[config.mk]
export PLATFORM = sky130hd
export DESIGN_NAME = dmem_access_ctrl
export DESIGN_NICKNAME = d
export VERILOG_FILES = /design/src/rtl/dmem_access_ctrl.sv
export SDC_FILE = /design/constraint.sdc
export NUM_CORES = 1
export LEC_CHECK = 0
export BUFFER_PORTS_ARGS = -buffer_cell sky130_fd_sc_hd__buf_2
export CAP_MARGIN = 40
export CORE_MARGIN = 5
export CORE_UTILIZATION = 30
export DETAILED_ROUTE_END_ITERATION = 6
export HOLD_SLACK_MARGIN = 0.03
export RECOVER_POWER = 100
export SETUP_SLACK_MARGIN = 0.1
export SYNTH_ARGS = -nofsm -noshare
export SYNTH_HDL_FRONTEND = slang
export SYNTH_SLANG_ARGS = --single-unit
[constraint.sdc]
create_clock -name clk -period 3.4 [get_ports clk]
set_input_delay 0.51 -clock clk [delete_from_list [all_inputs] [get_ports clk]]
set_output_delay 0.51 -clock clk [all_outputs]
set_load 0.05 [all_outputs]
[src/rtl/dmem_access_ctrl.sv]
// -----------------------------------------------------------------------------
// dmem_access_ctrl
//
// Sequences word-lane load/store requests from the core's data port onto a
// single-port synchronous data SRAM. Each request is latched in IDLE, optionally
// delayed by WAIT_CYCLES wait states, issued to the SRAM for exactly one cycle
// and completed with a one-cycle done pulse (plus error for rejected accesses).
// All outputs are registered; they are computed from the next state so that the
// SRAM strobes are high exactly while the FSM is in ACCESS and done/error are
// high exactly while it is in RESP.
//
// Optional feature: define DMEM_RANGE_CHECK_EN to reject out-of-range
// addresses, misaligned addresses and illegal strobe patterns. Without it only
// a simultaneous read+write request is rejected.
//
// Parameters:
//   WAIT_CYCLES  wait states before each SRAM access (0..15)
//   MEM_AW       SRAM word-address width
// Ports:
//   clk, rst                 clock, synchronous active-high reset
//   address[31:0]            core byte address (bits [1:0] not used for indexing)
//   read_enable/write_enable request direction, held by the core until done
//   byte_enables[3:0]        lane strobes
//   write_data[31:0]         lane-aligned store data
//   read_data[31:0]          word from the last successful load
//   done, error              completion pulse, rejection pulse (with done)
//   mem_en, mem_we           SRAM access strobe and write enable
//   mem_addr[MEM_AW-1:0]     SRAM word address
//   mem_wstrb[3:0]           SRAM byte write strobes
//   mem_wdata[31:0]          SRAM write data
//   mem_rdata[31:0]          SRAM read data (valid the cycle after a read)
// -----------------------------------------------------------------------------
module dmem_access_ctrl #(
  parameter int WAIT_CYCLES = 0,
  parameter int MEM_AW      = 16
) (
  input  logic              clk,
  input  logic              rst,
  input  logic [31:0]       address,
  input  logic              read_enable,
  input  logic              write_enable,
  input  logic [3:0]        byte_enables,
  input  logic [31:0]       write_data,
  output logic [31:0]       read_data,
  output logic              done,
  output logic              error,
  output logic              mem_en,
  output logic              mem_we,
  output logic [MEM_AW-1:0] mem_addr,
  output logic [3:0]        mem_wstrb,
  output logic [31:0]       mem_wdata,
  input  logic [31:0]       mem_rdata
);

  typedef enum logic [1:0] {
    S_IDLE   = 2'd0,
    S_WAIT   = 2'd1,
    S_ACCESS = 2'd2,
    S_RESP   = 2'd3
  } state_t;

  // Counter value on entry to WAIT; it counts down to zero inclusive, giving
  // exactly WAIT_CYCLES cycles in WAIT.
  localparam logic [3:0] WAIT_LOAD = (WAIT_CYCLES > 0) ? 4'(WAIT_CYCLES - 1) : 4'd0;

`ifdef DMEM_RANGE_CHECK_EN
  // Strobe patterns the core can legally generate: single bytes, aligned
  // halfwords, full word, and the empty store.
  function automatic logic strobe_legal(input logic [3:0] be);
    logic ok;
    case (be)
      4'b0000, 4'b0001, 4'b0010, 4'b0100,
      4'b1000, 4'b0011, 4'b1100, 4'b1111: ok = 1'b1;
      default:                            ok = 1'b0;
    endcase
    return ok;
  endfunction

  // Address must fall inside the SRAM and be word aligned.
  function automatic logic address_legal(input logic [31:0] a);
    logic ok;
    if (((a >> (MEM_AW + 2)) != 32'd0) || (a[1:0] != 2'b00)) begin
      ok = 1'b0;
    end else begin
      ok = 1'b1;
    end
    return ok;
  endfunction
`endif

  // Registered state and latched request
  state_t              state_r;
  logic [3:0]          cnt_r;
  logic [MEM_AW-1:0]   addr_r;
  logic [3:0]          be_r;
  logic [31:0]         wdata_r;
  logic                is_write_r;
  logic                rejected_r;

  // Registered outputs
  logic [31:0]         read_data_r;
  logic                done_r;
  logic                error_r;
  logic                mem_en_r;
  logic                mem_we_r;
  logic [MEM_AW-1:0]   mem_addr_r;
  logic [3:0]          mem_wstrb_r;
  logic [31:0]         mem_wdata_r;

  // Next-state values
  state_t              state_s;
  logic [3:0]          cnt_s;
  logic [MEM_AW-1:0]   addr_s;
  logic [3:0]          be_s;
  logic [31:0]         wdata_s;
  logic                is_write_s;
  logic                rejected_s;
  logic [31:0]         read_data_s;
  logic                done_s;
  logic                error_s;
  logic                mem_en_s;
  logic                mem_we_s;
  logic [MEM_AW-1:0]   mem_addr_s;
  logic [3:0]          mem_wstrb_s;
  logic [31:0]         mem_wdata_s;

  logic                req_s;
  logic                reject_now_s;

  assign req_s = read_enable | write_enable;

`ifdef DMEM_RANGE_CHECK_EN
  // Rejection decision for the request currently presented by the core.
  always_comb begin
    reject_now_s = (read_enable & write_enable)
                 | ~address_legal(address)
                 | ~strobe_legal(byte_enables);
  end
`else
  // Without range checking the upper and alignment address bits are dropped.
  logic unused_addr_s;
  assign unused_addr_s = ^{address[31:MEM_AW+2], address[1:0]};

  // Rejection decision for the request currently presented by the core.
  always_comb begin
    reject_now_s = read_enable & write_enable;
  end
`endif

  // Next-state logic; outputs are derived from the next state so that they
  // register in alignment with the state they belong to.
  always_comb begin
    state_s     = state_r;
    cnt_s       = cnt_r;
    addr_s      = addr_r;
    be_s        = be_r;
    wdata_s     = wdata_r;
    is_write_s  = is_write_r;
    rejected_s  = rejected_r;
    read_data_s = read_data_r;
    done_s      = 1'b0;
    error_s     = 1'b0;
    mem_en_s    = 1'b0;
    mem_we_s    = 1'b0;
    mem_addr_s  = '0;
    mem_wstrb_s = 4'b0000;
    mem_wdata_s = 32'h0000_0000;

    case (state_r)
      S_IDLE: begin
        if (req_s) begin
          addr_s     = address[MEM_AW+1:2];
          be_s       = byte_enables;
          wdata_s    = write_data;
          is_write_s = write_enable;
          rejected_s = reject_now_s;
          cnt_s      = WAIT_LOAD;
          if (WAIT_CYCLES > 0) begin
            state_s = S_WAIT;
          end else begin
            state_s = S_ACCESS;
          end
        end else begin
          state_s = S_IDLE;
        end
      end
      S_WAIT: begin
        if (cnt_r == 4'd0) begin
          state_s = S_ACCESS;
        end else begin
          cnt_s = cnt_r - 4'd1;
        end
      end
      S_ACCESS: begin
        state_s = S_RESP;
      end
      S_RESP: begin
        state_s = S_IDLE;
        // The SRAM presents the word during RESP; capture it as RESP ends.
        if (!rejected_r && !is_write_r) begin
          read_data_s = mem_rdata;
        end else begin
          read_data_s = read_data_r;
        end
      end
      default: begin
        state_s = S_IDLE;
      end
    endcase

    // SRAM side is driven only in ACCESS, and never for a rejected access.
    if ((state_s == S_ACCESS) && !rejected_s) begin
      mem_en_s   = 1'b1;
      mem_we_s   = is_write_s;
      mem_addr_s = addr_s;
      if (is_write_s) begin
        mem_wstrb_s = be_s;
        mem_wdata_s = wdata_s;
      end else begin
        mem_wstrb_s = 4'b0000;
        mem_wdata_s = 32'h0000_0000;
      end
    end else begin
      mem_en_s = 1'b0;
    end

    if (state_s == S_RESP) begin
      done_s  = 1'b1;
      error_s = rejected_s;
    end else begin
      done_s = 1'b0;
    end
  end

  // State, request latch and output registers with synchronous reset.
  always_ff @(posedge clk) begin
    if (rst) begin
      state_r     <= S_IDLE;
      cnt_r       <= 4'd0;
      addr_r      <= '0;
      be_r        <= 4'b0000;
      wdata_r     <= 32'h0000_0000;
      is_write_r  <= 1'b0;
      rejected_r  <= 1'b0;
      read_data_r <= 32'h0000_0000;
      done_r      <= 1'b0;
      error_r     <= 1'b0;
      mem_en_r    <= 1'b0;
      mem_we_r    <= 1'b0;
      mem_addr_r  <= '0;
      mem_wstrb_r <= 4'b0000;
      mem_wdata_r <= 32'h0000_0000;
    end else begin
      state_r     <= state_s;
      cnt_r       <= cnt_s;
      addr_r      <= addr_s;
      be_r        <= be_s;
      wdata_r     <= wdata_s;
      is_write_r  <= is_write_s;
      rejected_r  <= rejected_s;
      read_data_r <= read_data_s;
      done_r      <= done_s;
      error_r     <= error_s;
      mem_en_r    <= mem_en_s;
      mem_we_r    <= mem_we_s;
      mem_addr_r  <= mem_addr_s;
      mem_wstrb_r <= mem_wstrb_s;
      mem_wdata_r <= mem_wdata_s;
    end
  end

  assign read_data = read_data_r;
  assign done      = done_r;
  assign error     = error_r;
  assign mem_en    = mem_en_r;
  assign mem_we    = mem_we_r;
  assign mem_addr  = mem_addr_r;
  assign mem_wstrb = mem_wstrb_r;
  assign mem_wdata = mem_wdata_r;

endmodule

* After elaboration in Yosys (flattened, before gate mapping)
Cells that the tools add are included.
Widths: inputs -> output; s select.
** Operators by class
- Reduce and logical (&&, ||, !) cells :: 13
- Divide/modulo/power cells :: 0
- Add/sub/neg operators :: 1
- Multipliers :: 0
- Shift-type cells :: 0
- Eq/ne operators :: 7
- Bitwise logic cells :: 5
- Magnitude comparators :: 0
- Mux-type cells :: 18
** Operators with widths (count)
- $mux 32 :: 2
- $mux 16 :: 2
- $mux 4 :: 4
- $eq 2x2->1 const B :: 4
- $pmux 2 s4 :: 1
- $pmux 4 s2 :: 1
- $mux 1 :: 6
- $logic_not 4->1 :: 1
- $mux 2 :: 2
- $ne 2x2->1 const B :: 2
- $reduce_or 2->1 :: 2
- $sub 4x1->4 const B :: 1
- $logic_not 1->1 :: 3
- $not 1->1 :: 3
- $reduce_and 3->1 :: 1
- $reduce_or 3->1 :: 1
- $eq 2x1->1 const B :: 1
- $logic_and 1x1->1 :: 2
- $logic_not 2->1 :: 1
- $reduce_and 2->1 :: 1
- $reduce_bool 2->1 :: 1
- $and 1x1->1 :: 1
- $or 1x1->1 :: 1
** Storage, ports and cells
- Bits in latches :: 0
- Memories :: 0
- Input port bits :: 104
- Memory bits (read-only) :: 0
- Output and inout bits :: 88
- Bits in writable memories :: 0
- Register bits after elaboration :: 148

* Depth between registers and ports, before layout
- Word-level depth :: 7
- Depth in mapped cells :: 7
- Gate-level depth less buffers :: 6

* Least setup slack after synthesis
Ideal clock, no wire load.
- Path kind :: register to register
- From :: reg cnt_r[0]
- To :: reg mem_addr_r[10] (netlist: mem_addr[10])
- Stages on the path, launching flop included :: 8
- Arrival time :: 1594 ps
- Path buffers :: 1
- Setup slack :: 1742 ps
- Cells stage by stage :: dfxtp_1 -> inv_1 -> ha_1 -> or3b_4 -> o32ai_4 -> o2111ai_4 -> buf_6 -> nor2_1
** On the way
- Longest elaborated chain between the ends :: 7
** RTL lines
- start, declared :: line 93 : logic [3:0] cnt_r;
- start signal, assigned :: line 255 : cnt_r <= cnt_s;
- $logic_not 4->1 :: line 188 : if (cnt_r == 4'd0) begin
- $mux 2 :: line 188
- $pmux 2 s4 :: line 169 : case (state_r)
- $eq 2x2->1 :: line 212 : if ((state_s == S_ACCESS) && !rejected_s) begin
- $logic_and 1x1->1 :: line 212
- $not 1->1 (no line)
- $reduce_or 2->1 (no line)
- end signal, assigned :: line 266 : mem_addr_r <= mem_addr_s;
- end, declared :: line 106 : logic [MEM_AW-1:0] mem_addr_r;
Every way passes these cells.
A chain may end at the register's enable or synchronous reset.

* Final worst setup path
- From :: reg cnt_r[0]
- To :: reg mem_wdata_r[26] (netlist: mem_wdata[26])
** On the way
- Longest elaborated chain between the ends :: 7
** RTL lines
- $logic_not 4->1 :: line 188
- $mux 2 :: line 188
- $pmux 2 s4 :: line 169
- $eq 2x2->1 :: line 212
- $logic_and 1x1->1 :: line 212
- $not 1->1 (no line)
- $reduce_or 3->1 (no line)
- end signal, assigned :: line 268 : mem_wdata_r <= mem_wdata_s;
- end, declared :: line 108 : logic [31:0] mem_wdata_r;
Every way passes these cells.

==> results.py <==
metrics = {
    "timing": {
        "final_max_slew_viol_count": 0,
        "grt_setup_unrepaired": "false",
        "max_freq_ghz": 0.417,
        "fin_crit_ps": 2400,
        "fin_ws_ps": 1000,
        "finalCritPeriodShare_pct": 70.5,
        "relSlewSlack_pct": 3.30,
        "worstMarginPinSlew_ps": 1450,
        "finClkSkew_ps": 8.04,
        "hold_violations": 0,
        "fin_tns_setup_ps": 0,
        "setup-violations-final": 0,
    },
    "synthesis": {
        "synth_flop_cell": "dfxtp_1",
        "synthArstFlopShare_pct": 0,
        "ys_ff_latch": 148,
        "avgSynthCellArea_sq_um": 10.0,
        "synth_edf_count": 0,
        "synth_fp_nets": 584,
        "synthCells": 478,
        "ys_warn_count": 0,
        "netlist_area_sq_mm": 0.00480,
        "seq_area_frac_synth_pct": 61.7,
        "synth.distinct_cells": 28,
    },
    "routing": {
        "wl_met3_mm": 1.34,
        "vias": 3694,
        "dr.pass1.iters": 5,
        "ant_nets": 0,
        "wl_mm": 11.3,
        "first_iter_violations": 163,
        "top_layer": "met5",
        "avgViaCountPerCell": 4.22,
        "wl_met2_mm": 4.93,
        "wl_per_cell_microns": 12.9,
        "drc": 0,
        "wl_met1_mm": 4.90,
    },
    "global_routing": {
        "grt_pass1_wl_mm": 18.0,
        "grt_start_max_net_pins": 69,
        "grt_pass1_vias": 3635,
        "grt_overflow": 0,
        "grt_usage_pct": 12.5,
        "antenna_found_initial": 1,
    },
    "floorplan": {
        "core_area_sq_mm": 0.0158,
        "rows": 46,
        "start_util_pct": 30.5,
        "die_w_microns": 137,
        "die_y_microns": 137,
        "die_area_sq_mm": 0.0186,
        "io_pins": 192,
    },
    "power": {
        "total_power_mw": 4.38,
        "power_density_mw_per_mm2": 694,
        "vdd_ir_drop_max_uv": 351,
        "cellLeakagePower_nw": 2.70,
    },
    "clocking": {
        "htreeDepth": 4,
        "root_buffer": "clkbuf_16",
        "post_cts_resized": 0,
        "clock-sinks": 148,
        "post-cts-setup-buffers": 0,
        "tritoncts": "yes",
        "cts_hold_buf": 0,
        "clkTransAtPathRegs_ps": 60,
        "cts_buffer_depth": 2,
        "insertion_delay_ps": 410,
        "cts-buffers-inserted": 17,
    },
    "finish": {
        "final_core_util_pct": 40.1,
        "diodes": 0,
        "finalNetCount": 753,
        "mostFrequentLayoutCell": "dfxtp_1",
        "layout-drive-gt1-share_pct": 19.1,
        "syn_to_final_growth_pct": 31.6,
        "layout_common_cells": "dfxtp_1, nor2_1, clkbuf_1",
    },
    "placement": {
        "dp_hpwl_mm": 7.68,
        "placement.setup.worst_slack_ps": 1170,
        "gp_congestion": 0.696,
        "io_buffers": 175,
    },
    "run": {
        "cap_violations": 0,
    },
    "min_path": {
        "hp-class": "primary input to flip-flop",
    },
    "critical_path": {
        "path_max_fanout": 37,
        "critPathCaptureType": "flip-flop",
        "cp_data_required_time_ps": 3730,
        "critPathLaunchType": "flip-flop",
        "worstPathArrival_ps": 2730,
        "worst-setup-path-type": "flip-flop to flip-flop",
    },
    "run_status": {
        "status": "complete, no violations",
    },
}
[layer usage]
| layer | track usage [%] | vias to the layer above |
|---|---|---|
| met5 | 0 | - |
| met4 | 4.20 | 2 |
| met3 | 7.10 | 15 |
| met2 | 19.1 | 144 |
| met1 | 14.6 | 1652 |
| li1 | - | 1881 |
[flip-flops by register name, indices dropped and copies added, names as in the netlist]
signal      count
addr_r         16
be_r            4
cnt_r           4
done            1
error           1
is_write_r      1
mem_addr       16
mem_en          1
mem_wdata      32
mem_we          1
mem_wstrb       4
read_data      32
rejected_r      1
state_r         2
wdata_r        32
[cell usage after synthesis (3+ instances only)]
library cell  count  area share [%]
dfxtp_1         148              62
nor2_1          108             8.4
nand2_1          67             5.2
buf_6             6             1.4
buf_2             6            0.63
nor3_1            5            0.52
inv_1             5            0.39
a21oi_1          34             3.5
mux2i_1          52              11
and3_1            3            0.39
clkbuf_1         17             1.3
nand3_1           3            0.31
[worst max-delay path, stage by stage, from the launching register on]
cell and delay [ps]:
dfxtp_1 330, inv_1 80, ha_1 140, or3b_1 430, o32ai_1 460, nand3_4 590
nor2_1 250
[area by class of cell]
cell class	instances	area, sq um
clock inverter	11	174
sequential	148	2960
tap	216	270
fill	1673	9450
timing repair buffer	179	808
clock buffer	21	460
inverter	5	18.8
multi-input combinational	296	1630
[power breakdown]
part	internal, mW	switching (mW)	total, mW
registers	1.84	0.0337	1.87
logic	0.163	0.364	0.527
clock network	1.27	0.715	1.99
[path summary, 6_finish.rpt]
path | start | end | slack (ps) | cells after the start
min | mem_rdata[22] | read_data[22] | 340 | 3
max | cnt_r[0] | mem_wdata[26] | 1000 | 6
min reg2reg | read_data[8] | read_data[8] | 450 | 2
max reg2reg | cnt_r[0] | mem_wdata[26] | 1000 | 6
[through the flow]
stage               cells  hold WS (ps)  instance area, sq um
finish                876           336                  6320
global route          876           323                  6320
CTS                   876           307                  6480
detailed placement    844           444                  5840
global placement      844           440                  5840
floorplan             478           460                  4800
[cell families after synthesis]
kind of cell             synth area share, %
AND/OR/NAND/NOR                         17.0
flip-flops                              61.7
multiplexers                            10.8
AO/OA/AOI/OAI                           5.78
buffers and inverters                   3.75
XOR/XNOR                               0.365
adder cells (fa/ha/maj)                0.521
(Power assumes the default switching activity.)
